==> src/rtl/mole_scheduler.sv <==
// mole_scheduler: whack-a-mole game sequencer. Picks a hole pseudo-randomly,
// lights it for a bounded time, scores hits/misses and flashes successful hits.
// Latency: a button press acts on the 3rd clock edge after the pin rises; LED
// commands are decoded combinationally from the registered state.
// No backpressure: inputs are sampled every cycle, outputs are level/pulse.
//
// Ports:
//   clock        system clock, all state on its rising edge
//   reset        asynchronous active-low reset
//   start        level input; a rising edge while idle begins a game
//   buttons[8:0] asynchronous active-high hole buttons, bit i = hole i
//   led_commands 9 x 16-bit command words, hole i at [16i+15:16i]
//   busy         high while a game is in progress (GAP/UP/FLASH)
//   done         one-cycle pulse when a game completes
//   score        hits this game (saturating)
//   misses       misses this game (saturating)
//   mole_idx     hole currently lit (0-8), holds its last value otherwise
//
// Build option: define MOLE_PENALTY_EN to count wrong-hole presses in UP as
// misses. Without it, wrong-hole presses are ignored.

module mole_scheduler #(
  parameter int TICK_DIV    = 50000,
  parameter int GAP_TICKS   = 200,
  parameter int UP_TICKS    = 500,
  parameter int FLASH_TICKS = 100,
  parameter int ROUNDS      = 16
) (
  input  logic         clock,
  input  logic         reset,
  input  logic         start,
  input  logic [8:0]   buttons,
  output logic [143:0] led_commands,
  output logic         busy,
  output logic         done,
  output logic [7:0]   score,
  output logic [7:0]   misses,
  output logic [3:0]   mole_idx
);

  localparam logic [15:0] CMD_OFF   = 16'h0000;
  localparam logic [15:0] CMD_MOLE  = 16'h00FF;
  localparam logic [15:0] CMD_HIT   = 16'hFF00;
  localparam logic [15:0] LFSR_SEED = 16'hACE1;

  localparam int PW        = (TICK_DIV > 1) ? $clog2(TICK_DIV) : 1;
  localparam int MAX_GU    = (GAP_TICKS > UP_TICKS) ? GAP_TICKS : UP_TICKS;
  localparam int MAX_TICKS = (MAX_GU > FLASH_TICKS) ? MAX_GU : FLASH_TICKS;
  localparam int TW        = $clog2(MAX_TICKS + 1);
  localparam int RW        = $clog2(ROUNDS + 1);

  typedef enum logic [2:0] {
    S_IDLE,
    S_GAP,
    S_UP,
    S_FLASH,
    S_DONE
  } state_t;

  state_t state_q, state_d;

  // Control strobes produced by the next-state logic.
  logic new_game;
  logic load_idx;
  logic score_inc;
  logic miss_inc;
  logic round_inc;
  logic state_chg;

  // ---------------------------------------------------------------------------
  // Start edge detect (start is a synchronous level input)
  // ---------------------------------------------------------------------------
  logic start_q;
  logic start_rise;

  always_ff @(posedge clock or negedge reset) begin
    if (!reset) start_q <= 1'b0;
    else        start_q <= start;
  end

  assign start_rise = start & ~start_q;

  // ---------------------------------------------------------------------------
  // Button path: two-flop synchronizer, then a third flop for edge detect.
  // press is valid in the cycle after the 2nd edge, so it acts on the 3rd.
  // ---------------------------------------------------------------------------
  logic [8:0] sync1_q, sync2_q, sync3_q;
  logic [8:0] press;
  logic [8:0] target_mask;
  logic       hit;

  always_ff @(posedge clock or negedge reset) begin
    if (!reset) begin
      sync1_q <= '0;
      sync2_q <= '0;
      sync3_q <= '0;
    end else begin
      sync1_q <= buttons;
      sync2_q <= sync1_q;
      sync3_q <= sync2_q;
    end
  end

  assign press       = sync2_q & ~sync3_q;
  assign target_mask = 9'b1 << mole_idx;
  assign hit         = |(press & target_mask);

`ifdef MOLE_PENALTY_EN
  logic wrong;
  assign wrong = |(press & ~target_mask);
`endif

  // ---------------------------------------------------------------------------
  // Hole selection LFSR: x^16 + x^14 + x^13 + x^11 + 1, right-shifting
  // Fibonacci form. Maximal length, so a nonzero seed never reaches zero.
  // Free-running every cycle, including while idle.
  // ---------------------------------------------------------------------------
  logic [15:0] lfsr_q;
  logic [3:0]  lfsr_nib;
  logic [3:0]  next_idx;

  always_ff @(posedge clock or negedge reset) begin
    if (!reset) lfsr_q <= LFSR_SEED;
    else        lfsr_q <= {lfsr_q[0] ^ lfsr_q[2] ^ lfsr_q[3] ^ lfsr_q[5], lfsr_q[15:1]};
  end

  // Fold 0..15 onto 0..8; values 9..15 map to 0..6.
  assign lfsr_nib = lfsr_q[3:0];
  assign next_idx = (lfsr_nib < 4'd9) ? lfsr_nib : (lfsr_nib - 4'd9);

  // ---------------------------------------------------------------------------
  // Prescaler and per-state tick counter. Both restart on every state change,
  // which makes each state last exactly N ticks from entry (a hit can enter
  // FLASH mid-tick, so the prescaler phase must be reset there too).
  // ---------------------------------------------------------------------------
  logic [PW-1:0] presc_q;
  logic          tick;
  logic [TW-1:0] tick_q;
  logic          gap_end;
  logic          up_end;
  logic          flash_end;

  assign tick = (presc_q == PW'(TICK_DIV - 1));

  always_ff @(posedge clock or negedge reset) begin
    if (!reset)                presc_q <= '0;
    else if (state_chg || tick) presc_q <= '0;
    else                       presc_q <= presc_q + 1'b1;
  end

  always_ff @(posedge clock or negedge reset) begin
    if (!reset)         tick_q <= '0;
    else if (state_chg) tick_q <= '0;
    else if (tick)      tick_q <= tick_q + 1'b1;
  end

  assign gap_end   = tick && (tick_q == TW'(GAP_TICKS - 1));
  assign up_end    = tick && (tick_q == TW'(UP_TICKS - 1));
  assign flash_end = tick && (tick_q == TW'(FLASH_TICKS - 1));

  // ---------------------------------------------------------------------------
  // Round counter: a round ends on UP timeout or at the end of FLASH; the
  // UP->FLASH hit transition stays inside the same round.
  // ---------------------------------------------------------------------------
  logic [RW-1:0] round_q;
  logic          last_round;

  assign last_round = (round_q == RW'(ROUNDS - 1));

  // ---------------------------------------------------------------------------
  // FSM
  // ---------------------------------------------------------------------------
  always_ff @(posedge clock or negedge reset) begin
    if (!reset) state_q <= S_IDLE;
    else        state_q <= state_d;
  end

  always_comb begin
    state_d   = state_q;
    new_game  = 1'b0;
    load_idx  = 1'b0;
    score_inc = 1'b0;
    miss_inc  = 1'b0;
    round_inc = 1'b0;
    unique case (state_q)
      S_IDLE: begin
        if (start_rise) begin
          state_d  = S_GAP;
          new_game = 1'b1;
        end
      end
      S_GAP: begin
        if (gap_end) begin
          state_d  = S_UP;
          load_idx = 1'b1;
        end
      end
      S_UP: begin
        // A hit wins over a timeout landing in the same cycle.
        if (hit) begin
          state_d   = S_FLASH;
          score_inc = 1'b1;
        end else if (up_end) begin
          state_d   = last_round ? S_DONE : S_GAP;
          miss_inc  = 1'b1;
          round_inc = 1'b1;
        end
`ifdef MOLE_PENALTY_EN
        else if (wrong) begin
          miss_inc = 1'b1;
        end
`endif
      end
      S_FLASH: begin
        if (flash_end) begin
          state_d   = last_round ? S_DONE : S_GAP;
          round_inc = 1'b1;
        end
      end
      S_DONE: begin
        state_d = S_IDLE;
      end
      default: begin
        state_d = S_IDLE;
      end
    endcase
  end

  assign state_chg = (state_d != state_q);

  // ---------------------------------------------------------------------------
  // Score, misses, round count, lit hole
  // ---------------------------------------------------------------------------
  always_ff @(posedge clock or negedge reset) begin
    if (!reset) begin
      score    <= '0;
      misses   <= '0;
      round_q  <= '0;
      mole_idx <= '0;
    end else begin
      if (new_game) begin
        score   <= '0;
        misses  <= '0;
        round_q <= '0;
      end else begin
        if (score_inc && (score != 8'hFF))  score  <= score + 1'b1;
        if (miss_inc && (misses != 8'hFF))  misses <= misses + 1'b1;
        if (round_inc)                      round_q <= round_q + 1'b1;
      end
      if (load_idx) mole_idx <= next_idx;
    end
  end

  // ---------------------------------------------------------------------------
  // Outputs, decoded from the registered state
  // ---------------------------------------------------------------------------
  always_comb begin
    busy = (state_q == S_GAP) || (state_q == S_UP) || (state_q == S_FLASH);
    done = (state_q == S_DONE);
  end

  always_comb begin
    led_commands = '0;
    for (int i = 0; i < 9; i++) begin
      led_commands[16*i +: 16] = CMD_OFF;
      if (mole_idx == 4'(i)) begin
        if (state_q == S_UP)    led_commands[16*i +: 16] = CMD_MOLE;
        if (state_q == S_FLASH) led_commands[16*i +: 16] = CMD_HIT;
      end
    end
  end

endmodule

==> config.mk <==
export PLATFORM = sky130hd
export DESIGN_NAME = mole_scheduler
export DESIGN_NICKNAME = d
export VERILOG_FILES = /design/src/rtl/mole_scheduler.sv
export SDC_FILE = /design/constraint.sdc
export NUM_CORES = 1
export LEC_CHECK = 0
export ABC_AREA = 0
export BUFFER_PORTS_ARGS = -buffer_cell sky130_fd_sc_hd__clkbuf_2
export CORE_MARGIN = 1
export CORE_UTILIZATION = 47
export CTS_BUF_LIST = sky130_fd_sc_hd__clkbuf_4 sky130_fd_sc_hd__clkbuf_8
export CTS_CLUSTER_SIZE = 28
export DETAILED_ROUTE_END_ITERATION = 6
export HOLD_SLACK_MARGIN = 0.06
export PLACE_DENSITY = 0.78
export SETUP_SLACK_MARGIN = 0.4
export SLEW_MARGIN = 40
export SYNTH_ARGS = -nofsm -noshare
export SYNTH_HDL_FRONTEND = slang
export SYNTH_SLANG_ARGS = --single-unit
==> constraint.sdc <==
create_clock -name clock -period 2.2 [get_ports clock]
set_input_delay 0.44 -clock clock [delete_from_list [all_inputs] [get_ports clock]]
set_output_delay 0.44 -clock clock [all_outputs]
set_load 0.02 [all_outputs]
Word level (Yosys, flattened, before mapping)
Index checks and enable logic that the tools add are counted.
- flip-flop bits (word level): 97
- input port bits: 12
- output and inout bits: 166
- logic and storage cells: 102
- $add $sub $neg: 6
- magnitude comparators: 1
- eq/ne operators: 20
- shift-type cells: 1
- muxes and demuxes: 39
- bitwise operators: 8
- reduce and logical (&&, ||, !) cells: 15
- operators by type and width (kind ; count):
    $mux 16 ; 11
    $mux 8 ; 5
    $and 9x9->9 ; 2
    $mux 3 ; 6
    $mux 9 ; 2
    $add 16x1->16 const B ; 1
    $add 8x1->8 const B ; 2
    $eq 16x16->1 const B ; 1
    $eq 4x3->1 const B ; 4
    $ne 8x8->1 const B ; 2
    $pmux 3 s4 ; 1
    $mux 1 ; 10
    $mux 5 ; 2
    $add 9x1->9 const B ; 1
    $eq 9x7->1 const B ; 1
    $eq 9x8->1 const B ; 1
    $eq 9x9->1 const B ; 1
    $not 9->9 ; 1
    $reduce_or 9->1 ; 1
    $shl 1x4->9 const A ; 1
    $eq 4x2->1 const B ; 2
    $reduce_bool 2->1 ; 4
    $eq 3x2->1 const B ; 2
    $add 5x1->5 const B ; 1
    other kinds (17) ; 25

Longest topological paths before layout
- word-level depth: 9
- mapped depth: 11
- gate-level depth less buffers: 7

Least setup slack after synthesis
Ideal clock, no wire load.
- kind: register to output
- start point: register state_q[2]
- end point: output port led_commands[1]
- arrival: 2061 ps
- data required time: 1760 ps
- slack: -301 ps
- stages on the path, launching flop included: 6
- buffers on the path: 1
- path through: dfrtp_1 -> nor2_1 -> and2_1 -> nand2_1 -> nor3_1 -> buf_4
- cells in the longest elaborated chain, start to end: 4
- elaborated cells on any way between the ends: 5
- classes of those cells: eq/ne (2); mux (3)
- ends and longest elaborated chain (what ; line ; RTL):
    start, declared ; 60 ; state_t state_q, state_d;
    start signal, assigned ; 175 ; else state_q <= state_d;
    $eq 3x2->1 ; 267 ; if (state_q == S_UP) led_commands[16*i +: 16] = CMD_MOLE;
    $mux 8 ; 267 ;
    $mux 16 * ; 268 ; if (state_q == S_FLASH) led_commands[16*i +: 16] = CMD_HIT;
    $mux 16 * ; 266 ; if (mole_idx == 4'(i)) begin
    end, declared ; 33 ; output logic [143:0] led_commands,
Every way passes the cells marked *; elsewhere a longest branch is shown, timed or not.

Final worst setup path
- start point: register state_q[2]
- end point: output port led_commands[127]
- cells in the longest elaborated chain, start to end: 3
- ends and longest elaborated chain (what ; line):
    $eq 3x2->1 ; 268
    $mux 16 ; 268
    $mux 16 ; 266
Every way passes these cells.

==> flow_metrics.env <==
export IMPL_portBuffers=177
export IMPL_synth_area_um2=5270
export IMPL_post_dp_hpwl_mm=8.53
export IMPL_grt_max_degree=45
export IMPL_critical_path_startpoint_type="flop"
export IMPL_synth_top_area_frac=0.423
export IMPL_clkPwrFrac=0.381
export IMPL_final_layout_size_suffix_gt1_frac=0.654
export IMPL_route_met3_wl_mm=3.56
export IMPL_power_frac_comb=0.029
export IMPL_final_area_um2=9280
export IMPL_ys_warn_count=0
export IMPL_swShare=0.263
export IMPL_yosysSeqAreaShare=0.463
export IMPL_core_um2=10900
export IMPL_dpl_instance_area_um2=5930
export IMPL_cts_tree="built"
export IMPL_layout_nets=737
export IMPL_grt_pass1_wl_mm=30.7
export IMPL_relSlewSlack=0.291
export IMPL_tightest_slew_ns=1.06
export IMPL_final_hold_viol_count=0
export IMPL_met1Wirelength_mm=9.18
export IMPL_syn_nets=553
export IMPL_outcome="finished with violations"
export IMPL_min_period_ns=2.77
export IMPL_ys_ff_latch=97
export IMPL_synthTopCellsByArea="dfrtp_1 42%, buf_4 18%, dfstp_2 4.0%"
export IMPL_grt_overflow=0
export IMPL_internal_power_uw=2280
export IMPL_fp_dieW_um=108
export IMPL_grt_pass1_vias=5133
export IMPL_endpoint_kind="primary output"
export IMPL_wl_met2_mm=12.2
export IMPL_htreeDepth=3
export IMPL_drcViolationCount=0
export IMPL_viasPerCell=6.55
export IMPL_drtPass1Iterations=5
export IMPL_cp_required_ns=1.76
export IMPL_maxSlewViolCount=0
export IMPL_synth_top_area_cell="dfrtp_1"
export IMPL_p_switching_uw=814
export IMPL_fmaxAchievable_mhz=361
export IMPL_die_area_um2=11600
export IMPL_path_cells="nor2b_4, and2_4, buf_12, nand2_8, buf_6, nor2_4, buf_12, buf_8"
export IMPL_path_common_cell="buf_12"
export IMPL_finalWorstSetupSlack_ns=-0.569
export IMPL_ant_nets=0
export IMPL_insertion_delay_ns=0.40
export IMPL_cap_violations=0
export IMPL_io_pins=178
export IMPL_finalClockSkew_ns=0.0252
export IMPL_initial_core_util=0.484
export IMPL_p_leak_uw=0.00411
export IMPL_synth_flop_cell="dfrtp_1"
export IMPL_arrival_ns=2.33
export IMPL_cts_buffers_inserted=9
export IMPL_clk_pin_slew_ns=0.12
export IMPL_fin_hold_ws_ns=0.0691
export IMPL_routed_wl_mm=27.6
export IMPL_routabilityCongestion=0.855
export IMPL_cts_root_buf="clkbuf_8"
export IMPL_synth_distinct_cells=55
export IMPL_antenna_found_initial=0
export IMPL_power_density_nw_per_um2=334
export IMPL_first_iter_violations=894
export IMPL_drt_wirelength_per_cell_um=32.0
export IMPL_violations="negative setup slack"
export IMPL_crit_family="simple AND/OR/NAND/NOR gates"
export IMPL_avgSynthCellArea_um2=9.86
export IMPL_ir_drop_mv=0.453
export IMPL_final_cell_mix="109 x buf_8, 82 x dfrtp_1, 71 x buf_4, 43 x clkbuf_8, 43 x buf_6"
export IMPL_clockBufferDepth=2
export IMPL_min_path_type="primary input to async pin"
export IMPL_worstPathMaxFanout=8
export IMPL_critPathKind="flop to primary output"
export IMPL_synth_edff_count=0
export IMPL_track_usage=0.363
export IMPL_slowest_stage="dfrtp_2"
export IMPL_fill_cells=391
export IMPL_layout_commonest_cell="buf_8"
export IMPL_num_vias=5656
export IMPL_area_growth_pct=76.3
export IMPL_async_flop_share=1.00
export IMPL_pre_cts_slack_ns=-0.0438
export IMPL_cp_num_buf_inv=4
export IMPL_period_share=1.26
export IMPL_rsz0062_at_grt="true"
export IMPL_rows=38
export IMPL_die_h_um=108
export IMPL_netlist_instances=534
export IMPL_seqPwrFrac=0.590
export IMPL_top_layer_used="met5"
export IMPL_slowest_delay_ns=0.51
export IMPL_cts_sinks=97
export IMPL_finalSetupViolCount=193
export IMPL_num_antenna_cells=0
-- cells in the mapped netlist, types with 5 or more instances --
| library cell | number |
|---|---|
| ha_1 | 7 |
| or3_1 | 5 |
| buf_4 | 127 |
| and2_1 | 7 |
| buf_2 | 6 |
| clkbuf_1 | 8 |
| o21ai_0 | 12 |
| dfrtp_1 | 89 |
| nand2_1 | 34 |
| a21oi_1 | 12 |
| xnor2_1 | 17 |
| xor2_1 | 14 |
| mux2i_1 | 6 |
| nand3_1 | 20 |
| nor2_1 | 49 |
| inv_1 | 8 |
| and3_1 | 11 |
| nand4_1 | 11 |
| nor2b_1 | 5 |
| nand2b_1 | 5 |
| nor3_1 | 26 |
| dfstp_2 | 8 |
-- cells by family after synthesis --
group,share of synthesized area
compound gates,0.0663
simple gates,0.191
mux,0.0114
flops,0.463
xor+xnor,0.0516
buf+inv,0.200
fa+ha+maj,0.0166
-- flip-flops by register name (all words and copies together) (netlist names), 4 cells and up --
name and flops:
lfsr_q 16, misses 8, mole_idx 4, presc_q 16
round_q 5, score 8, sync1_q 9, sync2_q 9
sync3_q 9, tick_q 9
-- per-stage QoR --
stage | setup TNS, ns | utilization | power (µW) | cells
after CTS | -13.89 | 0.764 | 3000 | 832
after global placement | 0 | 0.545 | 1920 | 758
after global routing | -68.31 | 0.852 | 3180 | 863
after floorplan | -2.49 | - | 1860 | 534
after detailed placement | -0.616 | 0.545 | 1920 | 758
final | -63.00 | 0.852 | 3100 | 863
-- per-layer routing --
metal  track usage  up-vias
met3         0.118      242
met5             0        -
met1         0.368     2731
li1              -     2051
met4         0.313        4
met2         0.602      628
-- worst reg2reg max path, delay by kind of cell, from the launching register on --
kind	cells	cell delay, ns
AND/OR/NAND/NOR	3	1.16
flip-flops	1	0.44
AO/OA/AOI/OAI	3	0.91
buffers and inverters	1	0.14
-- path summary, 6_finish.rpt --
kind	from	end	slack [ns]	cells after the start
min in group clock	buttons[8]	sync1_q[8]	0.15	1
max	state_q[2]	led_commands[127]	-0.57	8
max in group asynchronous	reset	misses[0]	1.41	2
max reg2reg	sync2_q[1]	state_q[2]	-0.55	7
min	reset	presc_q[5]	0.07	1
min reg2reg	sync1_q[6]	sync2_q[6]	0.35	0
-- final cells by class --
| class | instances | area, µm² | area share |
|---|---|---|---|
| tap | 140 | 175 | 0.0189 |
| sequential | 97 | 2450 | 0.264 |
| timing repair buffer | 315 | 3860 | 0.416 |
| clock inverter | 5 | 41.3 | 0.00445 |
| inverter | 8 | 30.0 | 0.00324 |
| multi-input combinational | 287 | 2590 | 0.279 |
| clock buffer | 11 | 139 | 0.0150 |
-- what timing repair did --
action	4_1_cts	5_1_grt
resized for setup	316	234
endpoints found under the hold margin	0	0
setup endpoints to repair	195	200
buffers inserted	55	30
cloned	3	0
pin swaps	34	49
hold buffers	0	0
-- power by group through the flow --
stage / registers, µW / logic, µW / clock network, µW
2_1_floorplan: 1850 / 10.0 / 0
3_3_place_gp: 1850 / 65.3 / 0
3_5_place_dp: 1850 / 67.7 / 0
4_1_cts: 1820 / 75.6 / 1100
5_1_grt: 1830 / 96.2 / 1260
6_report: 1830 / 89.1 / 1180
Note: power is estimated with default switching activity, not from simulation.
